## src/rtl/fp16_add_issuer_pkg.sv

```systemverilog
// Shared fp16 types and constants for the adder issuer and its result buffer.
package fp16_add_issuer_pkg;

  localparam int unsigned FP16_W = 16;

  typedef logic [FP16_W-1:0] fp16_t;

  localparam fp16_t ZERO  = 16'h0000;
  localparam fp16_t ONE   = 16'h3C00;
  localparam fp16_t TWO   = 16'h4000;
  localparam fp16_t THREE = 16'h4200;

endpackage

```

## src/rtl/fp16_result_fifo.sv

```systemverilog
// Synchronous DEPTH-entry result buffer; head is presented directly from storage.
module fp16_result_fifo
  import fp16_add_issuer_pkg::*;
#(
  parameter int unsigned DEPTH = 8
) (
  input  logic                           clk,
  input  logic                           rst_n,
  input  logic                           push,
  input  fp16_t                          push_data,
  input  logic                           pop,
  output fp16_t                          head_data,
  output logic                           empty,
  output logic [$clog2(DEPTH+1)-1:0]     count
);

  localparam int unsigned PTR_W = $clog2(DEPTH);
  localparam int unsigned CNT_W = $clog2(DEPTH+1);

  fp16_t              mem [DEPTH];
  logic [PTR_W-1:0]   wr_ptr;
  logic [PTR_W-1:0]   rd_ptr;
  logic               pop_ok;

  assign empty     = (count == '0);
  assign pop_ok    = pop & ~empty;
  // Gate the head so the port reads zero whenever nothing is buffered.
  assign head_data = empty ? ZERO : mem[rd_ptr];

  // Pointers wrap naturally because DEPTH is a power of two.
  always_ff @(posedge clk or negedge rst_n) begin
    if (!rst_n) begin
      wr_ptr <= '0;
      rd_ptr <= '0;
      count  <= '0;
    end else begin
      if (push)   wr_ptr <= wr_ptr + PTR_W'(1);
      if (pop_ok) rd_ptr <= rd_ptr + PTR_W'(1);
      count <= count + CNT_W'(push) - CNT_W'(pop_ok);
    end
  end

  always_ff @(posedge clk) begin
    if (push) mem[wr_ptr] <= push_data;
  end

endmodule

```

## src/rtl/fp16_add_issuer.sv

```systemverilog
// Credit-based issuer to a valid-only fixed-latency fp16 adder; results buffered in order.
module fp16_add_issuer
  import fp16_add_issuer_pkg::*;
#(
  parameter int unsigned DEPTH = 8
) (
  input  logic   clk,
  input  logic   rst_n,
  input  fp16_t  in_a,
  input  fp16_t  in_b,
  input  logic   in_valid,
  output logic   in_ready,
  output fp16_t  add_a,
  output fp16_t  add_b,
  output logic   add_valid,
  input  fp16_t  add_res,
  input  logic   add_res_valid,
  output fp16_t  out_data,
  output logic   out_valid,
  input  logic   out_ready,
  output logic   err_unexpected
);

  localparam int unsigned CNT_W = $clog2(DEPTH+1);

  logic [CNT_W-1:0] inflight;
  logic [CNT_W-1:0] inflight_next;
  logic [CNT_W-1:0] fifo_count;
  logic [CNT_W-1:0] fifo_count_next;
  logic [CNT_W:0]   occupancy_next;
  logic             in_ready_next;
  logic             handshake;
  logic             push;
  logic             pop;
  logic             fifo_empty;

  assign handshake = in_valid & in_ready;
  assign push      = add_res_valid & (inflight != '0);
  assign pop       = out_valid & out_ready;
  assign out_valid = ~fifo_empty;

  // in_ready is registered from the next-state occupancy, so in_valid never reaches it combinationally.
  always_comb begin
    inflight_next   = inflight + CNT_W'(handshake) - CNT_W'(push);
    fifo_count_next = fifo_count + CNT_W'(push) - CNT_W'(pop);
    occupancy_next  = (CNT_W+1)'(fifo_count_next) + (CNT_W+1)'(inflight_next);
    in_ready_next   = occupancy_next < (CNT_W+1)'(DEPTH);
  end

  always_ff @(posedge clk or negedge rst_n) begin
    if (!rst_n) begin
      inflight       <= '0;
      in_ready       <= 1'b0;
      add_valid      <= 1'b0;
      add_a          <= ZERO;
      add_b          <= ZERO;
      err_unexpected <= 1'b0;
    end else begin
      inflight  <= inflight_next;
      in_ready  <= in_ready_next;
      add_valid <= handshake;
      if (handshake) begin
        add_a <= in_a;
        add_b <= in_b;
      end
      // A result with nothing outstanding is dropped and latched as an error.
      if (add_res_valid && inflight == '0) err_unexpected <= 1'b1;
    end
  end

  fp16_result_fifo #(
    .DEPTH (DEPTH)
  ) u_fifo (
    .clk       (clk),
    .rst_n     (rst_n),
    .push      (push),
    .push_data (add_res),
    .pop       (pop),
    .head_data (out_data),
    .empty     (fifo_empty),
    .count     (fifo_count)
  );

endmodule

```

## config.mk

```make
export PLATFORM = sky130hd
export DESIGN_NAME = fp16_add_issuer
export DESIGN_NICKNAME = d
export VERILOG_FILES = /design/src/rtl/fp16_add_issuer_pkg.sv /design/src/rtl/fp16_result_fifo.sv /design/src/rtl/fp16_add_issuer.sv
export SDC_FILE = /design/constraint.sdc
export NUM_CORES = 1
export LEC_CHECK = 0
export ABC_AREA = 1
export BUFFER_PORTS_ARGS = -buffer_cell sky130_fd_sc_hd__buf_2
export CAP_MARGIN = 20
export CORE_UTILIZATION = 40
export DETAILED_ROUTE_END_ITERATION = 10
export PLACE_DENSITY_LB_ADDON = 0.15
export SETUP_SLACK_MARGIN = 0.1
export SLEW_MARGIN = 20
export SYNTH_ARGS = -nofsm -noshare
export SYNTH_HDL_FRONTEND = slang
export SYNTH_SLANG_ARGS = --single-unit
```

## constraint.sdc

```tcl
create_clock -name clk -period 3.3 [get_ports clk]
set_input_delay 0.99 -clock clk [delete_from_list [all_inputs] [get_ports clk]]
set_output_delay 0.99 -clock clk [all_outputs]
set_load 0.05 [all_outputs]
```

==> results.json, run 1 <==
{
  "outcome": "complete, but fails checks",
  "violations": "design-rule violations",
  "cp_max_fo": 21,
  "rr_endpoint": "in_ready$_DFF_PN0_",
  "min_from": "add_b[6]$_DFFE_PN0P_",
  "postSynthCellCount": 652,
  "dp_hpwl_um": 9300,
  "tightestPinTransition_ns": 0.513,
  "drive_above_1_share": 0.206,
  "htree_num_levels": 4,
  "diodes": 0,
  "synth_top_area_share": 0.523,
  "cts_sinks": 177,
  "synthesis.nets": 720,
  "drc": 2,
  "rows": 49,
  "crit_type": "reg -> out",
  "synthTopCellsByArea": "edfxtp_1 52%, dfrtp_1 17%, nor2_1 7.2%",
  "synth_commonest_cells": "140 x nor2_1, 139 x nand2_1, 128 x edfxtp_1",
  "yosysMostFrequentCell": "nor2_1",
  "die_area_sq_um": 18900,
  "die_h_um": 138,
  "min_period_ns": 3.01,
  "startpoint": "u_fifo.rd_ptr[0]$_DFFE_PN0P_",
  "arrival_ns": 2.02,
  "viasPerCell": 4.84,
  "fmax_mhz": 332,
  "clock_path_buffers": 2,
  "r2r_cells": 15,
  "ant_nets": 0,
  "pre_cts_slack_ns": 0.333,
  "ys_seq_elements": 177,
  "placedCellCount": 973,
  "yosysWarningCount": 0,
  "placed_area_sq_um": 8100,
  "p_total_mw": 9.37,
  "layout_worst_path_cycle_share": 0.912,
  "grt_max_degree": 67,
  "holdWs_ns": 0.475,
  "finalSetupViolations": 0,
  "yosys_most_used_dff": "edfxtp_1",
  "min_to": "add_b[6]$_DFFE_PN0P_",
  "synthArstFlopShare": 0.277,
  "final_util": 0.483,
  "max_slew_margin": 0.657,
  "clock_latency_ns": 0.41,
  "syn-cell-area_sq_um": 7340,
  "grt_remaining_overflow": 0,
  "drt-initial-drc-count": 305,
  "top_level_ports": 105,
  "worst_setup_path_end_kind": "primary output",
  "grt_pass1_vias": 4893,
  "port_buffers": 104,
  "holdBufCountCts": 0,
  "layout.nets": 831,
  "grt_usage": 0.177,
  "start_util": 0.409,
  "syn_to_final_growth_pct": 18.1,
  "clk_pin_slew_ns": 0.06,
  "powerDensity_nw_per_um2": 1080,
  "ys_seq_area_frac": 0.690,
  "fin_area_sq_um": 8670,
  "rsz0062_at_grt": "false",
  "wire_per_inst_um": 15.4,
  "cts_tree": "yes",
  "ff2ff_setup_slack_ns": 0.80,
  "fin_skew_ns": 0.00657,
  "drt-pass1-iter-count": 8,
  "syn_area_per_cell_sq_um": 11.3,
  "synth_edf_count": 128,
  "hold_violations": 0,
  "crit_required_ns": 2.31,
  "antenna_found_initial": 0,
  "peakVddDrop_mv": 0.970,
  "finalSetupTns_ns": 0,
  "gp_congestion": 0.793,
  "total_leakage_power_nw": 3.66,
  "min_path_type": "reg -> reg",
  "setup_ws_ns": 0.291,
  "cts-root-buf": "clkbuf_16",
  "yosysTopAreaCell": "edfxtp_1",
  "core-area_sq_um": 18000,
  "stdcell_count": 1005,
  "dr_total_vias": 4865,
  "worstHoldPathCells": 2,
  "critPathLaunchType": "register",
  "drt-total-wl_um": 15500,
  "maxSlewViolCount": 0,
  "r2r_start": "inflight[2]$_DFF_PN0_",
  "grt_pass1_wl_um": 24700,
  "cts_buffers": 17,
  "synth_cell_types": 29,
  "cap_violations": 0,
  "chipWidth_um": 138
}
routing by layer:
layer	GRT usage	vias up	share of wire
li1	-	2425	-
met1	0.221	2298	0.45
met2	0.296	131	0.49
met3	0.0511	11	0.052
met4	0.0519	0	0.0089
met5	0	-	0
where the power goes:
group          internal, mW  switching, mW  total (mW)
registers              2.93          0.247        3.18
clock network          1.07          0.824        1.89
logic                  1.17           3.13        4.30
sequential cells by signal, indices dropped and copies added, names as in the netlist:
signal,flops
u_fifo.rd_ptr,3
add_a,16
add_b,16
u_fifo.mem,128
in_ready,1
u_fifo.wr_ptr,3
add_valid,1
u_fifo.count,4
inflight,4
err_unexpected,1
placed cells by master, fill, tap and decap left out, drive strengths merged:
cell and n:
a21boi 1, a21oi 2, buf 123, bufinv 1, clkbuf 22, clkinv 5
clkinvlp 2, dfrtp 49, edfxtp 128, fa 1, ha 14, inv 26
nand2 142, nand3 8, nand4 2, nor2 141, nor4 1, o211ai 16
o21ai 81, o21bai 1, or2 2, xnor2 3, xor2 5
cells by family (layout without fill, tap and decap cells):
kind of cell / after synthesis / count (layout) / synth area share
DFF: 177 / 177 / 0.690
adders and majority gates: 15 / 15 / 0.0266
and+or+nand+nor: 296 / 296 / 0.156
buffers and inverters: 55 / 179 / 0.0429
AOI/OAI and AO/OA: 101 / 101 / 0.0750
xor gates and xnor gates: 8 / 8 / 0.00954
critical path, stage by stage, from the launching register on:
cell and delay [ns]:
dfrtp_2 0.45, inv_6 0.17, buf_4 0.24, nor2_1 0.06, o211ai_1 0.20, nand2_1 0.07, nor2_1 0.14, clkbuf_4 0.25
repair_timing:
action                                  CTS  global route
cloned                                    0             0
gates resized for setup                   2             5
endpoints found under the setup margin   11            10
pin swaps                                 0             0
buffers inserted                          0             0
final cells by class:
type                    instances  area [sq um]
clock buffers                  21           450
repair buffers                124           711
inverters                      23          91.3
multi-input cells             420          1960
well taps                     229           287
fillers                      1658          9290
clock inverters                11           105
flip-flops and latches        177          5070
how the worst max path moves through the flow:
stage               cells after the start  slack, ns            endpoint
global placement                       13       0.45  in_ready$_DFF_PN0_
finish                                  7       0.29        out_data[11]
global route                            8       0.12         out_data[0]
detailed placement                     13       0.33  in_ready$_DFF_PN0_
CTS                                     6       0.14        out_data[11]
floorplan                              10       0.49  in_ready$_DFF_PN0_
No activity file was read; power rests on OpenSTA's default activity.
==> run 2, diff against run 1 <==
- ABC_AREA: 1 -> 0
- HOLD_SLACK_MARGIN: unset -> 0.06
==> results.json, run 2 <==
{
  "outcome": "complete, no violations",
  "core-area_sq_um": 17400,
  "dp_hpwl_um": 9080,
  "holdWs_ns": 0.450,
  "rr_endpoint": "in_ready$_DFF_PN0_",
  "wl_met3_um": 776,
  "worstHoldPathCells": 1,
  "ant_nets": 0,
  "largest_register_ff_count": 128,
  "chipWidth_um": 136,
  "syn-cell-area_sq_um": 7170,
  "tightestPinTransition_ns": 0.606,
  "htree_num_levels": 4,
  "port_buffers": 104,
  "syn_to_final_growth_pct": 20.7,
  "fin_skew_ns": 0.0139,
  "top_layer": "met5",
  "cp_max_fo": 10,
  "yosysMostFrequentCell": "edfxtp_1",
  "max_slew_margin": 0.596,
  "cts_buffers": 17,
  "grt_pass1_vias": 4169,
  "hold_violations": 0,
  "gp_congestion": 0.721,
  "ff2ff_setup_slack_ns": 0.32,
  "antenna_found_initial": 1,
  "postSynthCellCount": 434,
  "rows": 48,
  "drt-total-wl_um": 14400,
  "layout.nets": 625,
  "layout_worst_path_cycle_share": 0.945,
  "clock_latency_ns": 0.43,
  "r2r_cells": 10,
  "fill_cells": 1555,
  "wirelength_met1_um": 6420,
  "dr_total_vias": 4034,
  "final_common_cell": "edfxtp_1",
  "drt-initial-drc-count": 141,
  "maxSlewViolCount": 0,
  "grt_max_degree": 53,
  "cts_tree": "yes",
  "start_util": 0.411,
  "cts-root-buf": "clkbuf_16",
  "cap_violations": 0,
  "drive_above_1_share": 0.444,
  "grt_usage": 0.166,
  "ys_seq_area_frac": 0.708,
  "top_regs": "u_fifo.mem x128, add_a x16, add_b x16",
  "worst_setup_path_end_kind": "primary output",
  "wl_met2_um": 6990,
  "clock_path_buffers": 2,
  "die_area_sq_um": 18500,
  "syn_area_per_cell_sq_um": 16.5,
  "drt-pass1-iter-count": 4,
  "yosys_most_used_dff": "edfxtp_1",
  "holdBufCountCts": 0,
  "arrival_ns": 2.13,
  "min_path_type": "reg -> reg",
  "regMostFlops": "u_fifo.mem",
  "critPathLaunchType": "register",
  "cts_sinks": 177,
  "synth_commonest_cells": "128 x edfxtp_1, 81 x mux2_2, 49 x dfrtp_1",
  "die_h_um": 136,
  "fmax_mhz": 321,
  "clk_pin_slew_ns": 0.07,
  "yosysTopAreaCell": "edfxtp_1",
  "synth_cell_types": 36,
  "synthArstFlopShare": 0.277,
  "viasPerCell": 5.07,
  "yosysWarningCount": 0,
  "min_from": "err_unexpected$_DFFE_PN0P_",
  "top_level_ports": 105,
  "mostFrequentLayoutCells": "128 x edfxtp_1, 104 x buf_2, 81 x mux2_2, 48 x dfrtp_1, 19 x buf_4",
  "synth_top_area_share": 0.536,
  "ys_seq_elements": 177,
  "drc": 0,
  "crit_type": "reg -> out",
  "rsz0062_at_grt": "true",
  "finalSetupTns_ns": 0,
  "wire_per_inst_um": 18.1,
  "r2r_start": "inflight[2]$_DFF_PN0_",
  "min_to": "err_unexpected$_DFFE_PN0P_",
  "diodes": 0,
  "finalSetupViolations": 0,
  "synthesis.nets": 502,
  "grt_pass1_wl_um": 22400,
  "crit_required_ns": 2.31,
  "synthTopCellsByArea": "edfxtp_1 54%, dfrtp_1 17%, mux2_2 13%",
  "grt_remaining_overflow": 0,
  "synth_edf_count": 128,
  "min_period_ns": 3.12
}
-- run 2: critical path, cell delays in order (launching register included) --
cell and delay (ns):
dfrtp_1 0.47, or2_1 0.31, buf_4 0.26, o21ai_0 0.10, nor3_1 0.25, buf_2 0.33
-- run 2: cell type report --
cell class | instances | area [sq um] | share of cell area
clock inverter | 15 | 134 | 0.0155
clock buffer | 17 | 425 | 0.0492
tap | 225 | 282 | 0.0326
timing repair buffer | 125 | 703 | 0.0813
multi-input combinational | 226 | 1990 | 0.231
sequential | 177 | 5070 | 0.586
inverter | 10 | 37.5 | 0.00434
-- run 2: logic make-up (layout without fill, tap and decap cells) --
family	after synthesis	count (layout)	share of synthesized area
compound gates	53	53	0.0471
xor+xnor	13	13	0.0197
fa+ha+maj	15	15	0.0272
buf+inv	31	167	0.0197
flops	177	177	0.708
mux	82	82	0.129
simple gates	63	63	0.0492
-- run 2: what timing repair did --
action | 4_1_cts | 5_1_grt
setup endpoints to repair | 8 | 6
buffers inserted | 0 | 0
resized for setup | 2 | 3
-- run 2: per-layer routing --
| metal | up-vias | track usage |
|---|---|---|
| met5 | - | 0 |
| met4 | 2 | 0.0524 |
| met3 | 16 | 0.0500 |
| met2 | 109 | 0.273 |
| met1 | 2018 | 0.209 |
| li1 | 1889 | - |
-- run 2: worst max-delay path by stage --
stage,depth (start not counted),endpoint,from
finish,5,out_data[6],u_fifo.rd_ptr[0]$_DFFE_PN0P_
global route,5,out_data[6],u_fifo.rd_ptr[0]$_DFFE_PN0P_
CTS,5,out_data[15],u_fifo.rd_ptr[0]$_DFFE_PN0P_
detailed placement,9,in_ready$_DFF_PN0_,in_valid
global placement,9,in_ready$_DFF_PN0_,in_valid
floorplan,9,in_ready$_DFF_PN0_,in_valid
-- run 2: stage by stage --
stage | utilization | setup slack, ns | cells | area, sq um
floorplan | - | 0.131 | 434 | 7170
global placement | 0.464 | 0.175 | 763 | 8070
detailed placement | 0.464 | 0.175 | 763 | 8070
CTS | 0.496 | 0.118 | 795 | 8640
global route | 0.496 | 0.0842 | 795 | 8650
finish | 0.496 | 0.181 | 795 | 8650
Power of run 2 is left out: the tool's default activity adds up to more than one toggle a clock period on the data nets, which glitch-free logic cannot reach.
==> run 3, diff against run 2 <==
- BUFFER_PORTS_ARGS: -buffer_cell sky130_fd_sc_hd__buf_2 -> -buffer_cell sky130_fd_sc_hd__buf_4
- CTS_BUF_LIST: unset -> sky130_fd_sc_hd__clkbuf_8
==> results.json, run 3 (same netlist as run 2, synthesis figures left out) <==
{
  "max_stage_delay_ns": 0.55,
  "clock_latency_ns": 0.45,
  "diodes": 0,
  "critPathLaunchType": "register",
  "r2r_start": "inflight[2]$_DFF_PN0_",
  "crit_family": "flip-flops",
  "cts-root-buf": "clkbuf_8",
  "min_from": "err_unexpected$_DFFE_PN0P_",
  "min_path_type": "reg -> reg",
  "maxSlewViolCount": 0,
  "critPathSlowestCell": "dfrtp_4",
  "crit_required_ns": 2.31,
  "wire_per_inst_um": 18.4,
  "top_level_ports": 105,
  "regMostFlops": "u_fifo.mem",
  "grt_usage": 0.170,
  "drt-pass1-iter-count": 4,
  "fin_skew_ns": 0.00982,
  "final_common_cell": "edfxtp_1",
  "mostFrequentLayoutCells": "128 x edfxtp_1, 120 x buf_4, 81 x mux2_2, 48 x dfrtp_1, 17 x clkbuf_8",
  "grt_pass1_wl_um": 23200,
  "layout.nets": 623,
  "grt_remaining_overflow": 0,
  "core-area_sq_um": 17400,
  "dr_total_vias": 4023,
  "worst_setup_path_end_kind": "primary output",
  "syn_to_final_growth_pct": 21.8,
  "crit_buf_inv": 2,
  "port_buffers": 104,
  "clk_pin_slew_ns": 0.09,
  "dp_hpwl_um": 9040,
  "startpoint": "u_fifo.rd_ptr[1]$_DFFE_PN0P_",
  "rsz0062_at_grt": "true",
  "arrival_ns": 2.06,
  "cp_max_fo": 10,
  "min_period_ns": 3.05,
  "finalSetupViolations": 0,
  "final_util": 0.501,
  "grt_pass1_vias": 4307,
  "cts_tree": "yes",
  "drt-total-wl_um": 14600,
  "chipWidth_um": 136,
  "holdBufCountCts": 0,
  "ant_nets": 0,
  "htree_num_levels": 4,
  "layout_worst_path_cycle_share": 0.925,
  "grt_max_degree": 50,
  "rows": 48,
  "outcome": "complete, no violations",
  "die_h_um": 136,
  "tightestPinTransition_ns": 0.626,
  "drive_above_1_share": 0.432,
  "cap_violations": 0,
  "cts_sinks": 177,
  "start_util": 0.411,
  "fmax_mhz": 328,
  "drt-initial-drc-count": 238,
  "hold_violations": 0,
  "cts_buffers": 17,
  "largest_register_ff_count": 128,
  "total_leakage_power_nw": 3.30,
  "antenna_found_initial": 0,
  "powerDensity_nw_per_um2": 1070,
  "crit_type": "reg -> out",
  "finalSetupTns_ns": 0,
  "viasPerCell": 5.08,
  "cpMostUsedCell": "buf_4",
  "clock_path_buffers": 2,
  "gp_congestion": 0.765,
  "max_slew_margin": 0.583,
  "peakVddDrop_mv": 0.679,
  "crit_chain": "buf_4 -> mux2_2 -> o22ai_1 -> nor3_1 -> buf_4",
  "top_regs": "u_fifo.mem x128, add_a x16, add_b x16",
  "die_area_sq_um": 18500,
  "drc": 0
}
==> run 3: cell count changes in the layout (fill, tap and decap cells not counted), moves of 2 or more <==
cell       before  now
buf_2         104    0
buf_4          19  120
bufinv_16       1    3
clkbuf_16      17    0
clkbuf_8        0   17
inv_6           4    1
nand2b_1        2    4
nand2b_2        2    0
==> run 3: repair_timing <==
action,CTS,global route
pin swaps,0,0
endpoints found under the setup margin,12,5
resized for setup,1,1
gates cloned,0,0
setup buffers,1,1
==> run 3: through the flow <==
| step | setup WS, ns | power, mW | hold slack (ns) | instances | instance area (sq um) |
|---|---|---|---|---|---|
| 3_3_place_gp | 0.220 | 7.81 | 0.446 | 759 | 8300 |
| 3_5_place_dp | 0.130 | 7.91 | 0.453 | 759 | 8300 |
| 2_1_floorplan | 0.131 | 6.45 | 0.492 | 434 | 7170 |
| 6_report | 0.248 | 9.36 | 0.468 | 792 | 8730 |
| 4_1_cts | 0.147 | 9.44 | 0.475 | 791 | 8720 |
| 5_1_grt | 0.0843 | 9.87 | 0.511 | 792 | 8730 |
==> run 3: worst reg2reg max path, cell delays in order (launching register included) <==
cell and delay (ns):
dfrtp_1 0.37, inv_1 0.08, ha_1 0.15, or3b_2 0.50, nand2_2 0.15, xnor2_1 0.13
ha_1 0.20, fa_1 0.45, ha_1 0.30, a31o_2 0.19, a2111oi_1 0.37
==> run 3: cell type report <==
cell class	instances	area, sq um
Clock buffer	17	234
Sequential cell	177	5070
Inverter	10	37.5
Multi-Input combinational cell	226	1980
Tap cell	225	282
Fill cell	1520	8690
Clock inverter	14	168
Timing Repair Buffer	123	952
==> run 3: path summary, 6_finish.rpt <==
check | to | slack, ns | cells after the start
setup reg to reg | in_ready$_DFF_PN0_ | 0.29 | 10
setup / recovery | out_data[0] | 0.25 | 5
hold reg to reg | err_unexpected$_DFFE_PN0P_ | 0.47 | 1
min in group asynchronous | err_unexpected$_DFFE_PN0P_ | 0.55 | 1
max in group asynchronous | u_fifo.rd_ptr[1]$_DFFE_PN0P_ | 2.27 | 1
hold / removal | err_unexpected$_DFFE_PN0P_ | 0.47 | 1
==> run 3: where the power goes <==
group | total [mW] | switching [mW] | internal, mW
Sequential | 3.23 | 0.273 | 2.95
Clock | 1.51 | 0.767 | 0.742
Combinational | 4.62 | 2.95 | 1.67
==> run 3: routing by layer <==
metal / GRT usage / vias to the layer above / wire (um)
met4: 0.0487 / 0 / 131
li1: - / 1877 / -
met1: 0.214 / 2023 / 6350
met5: 0 / - / 0
met3: 0.0496 / 13 / 905
met2: 0.284 / 110 / 7220
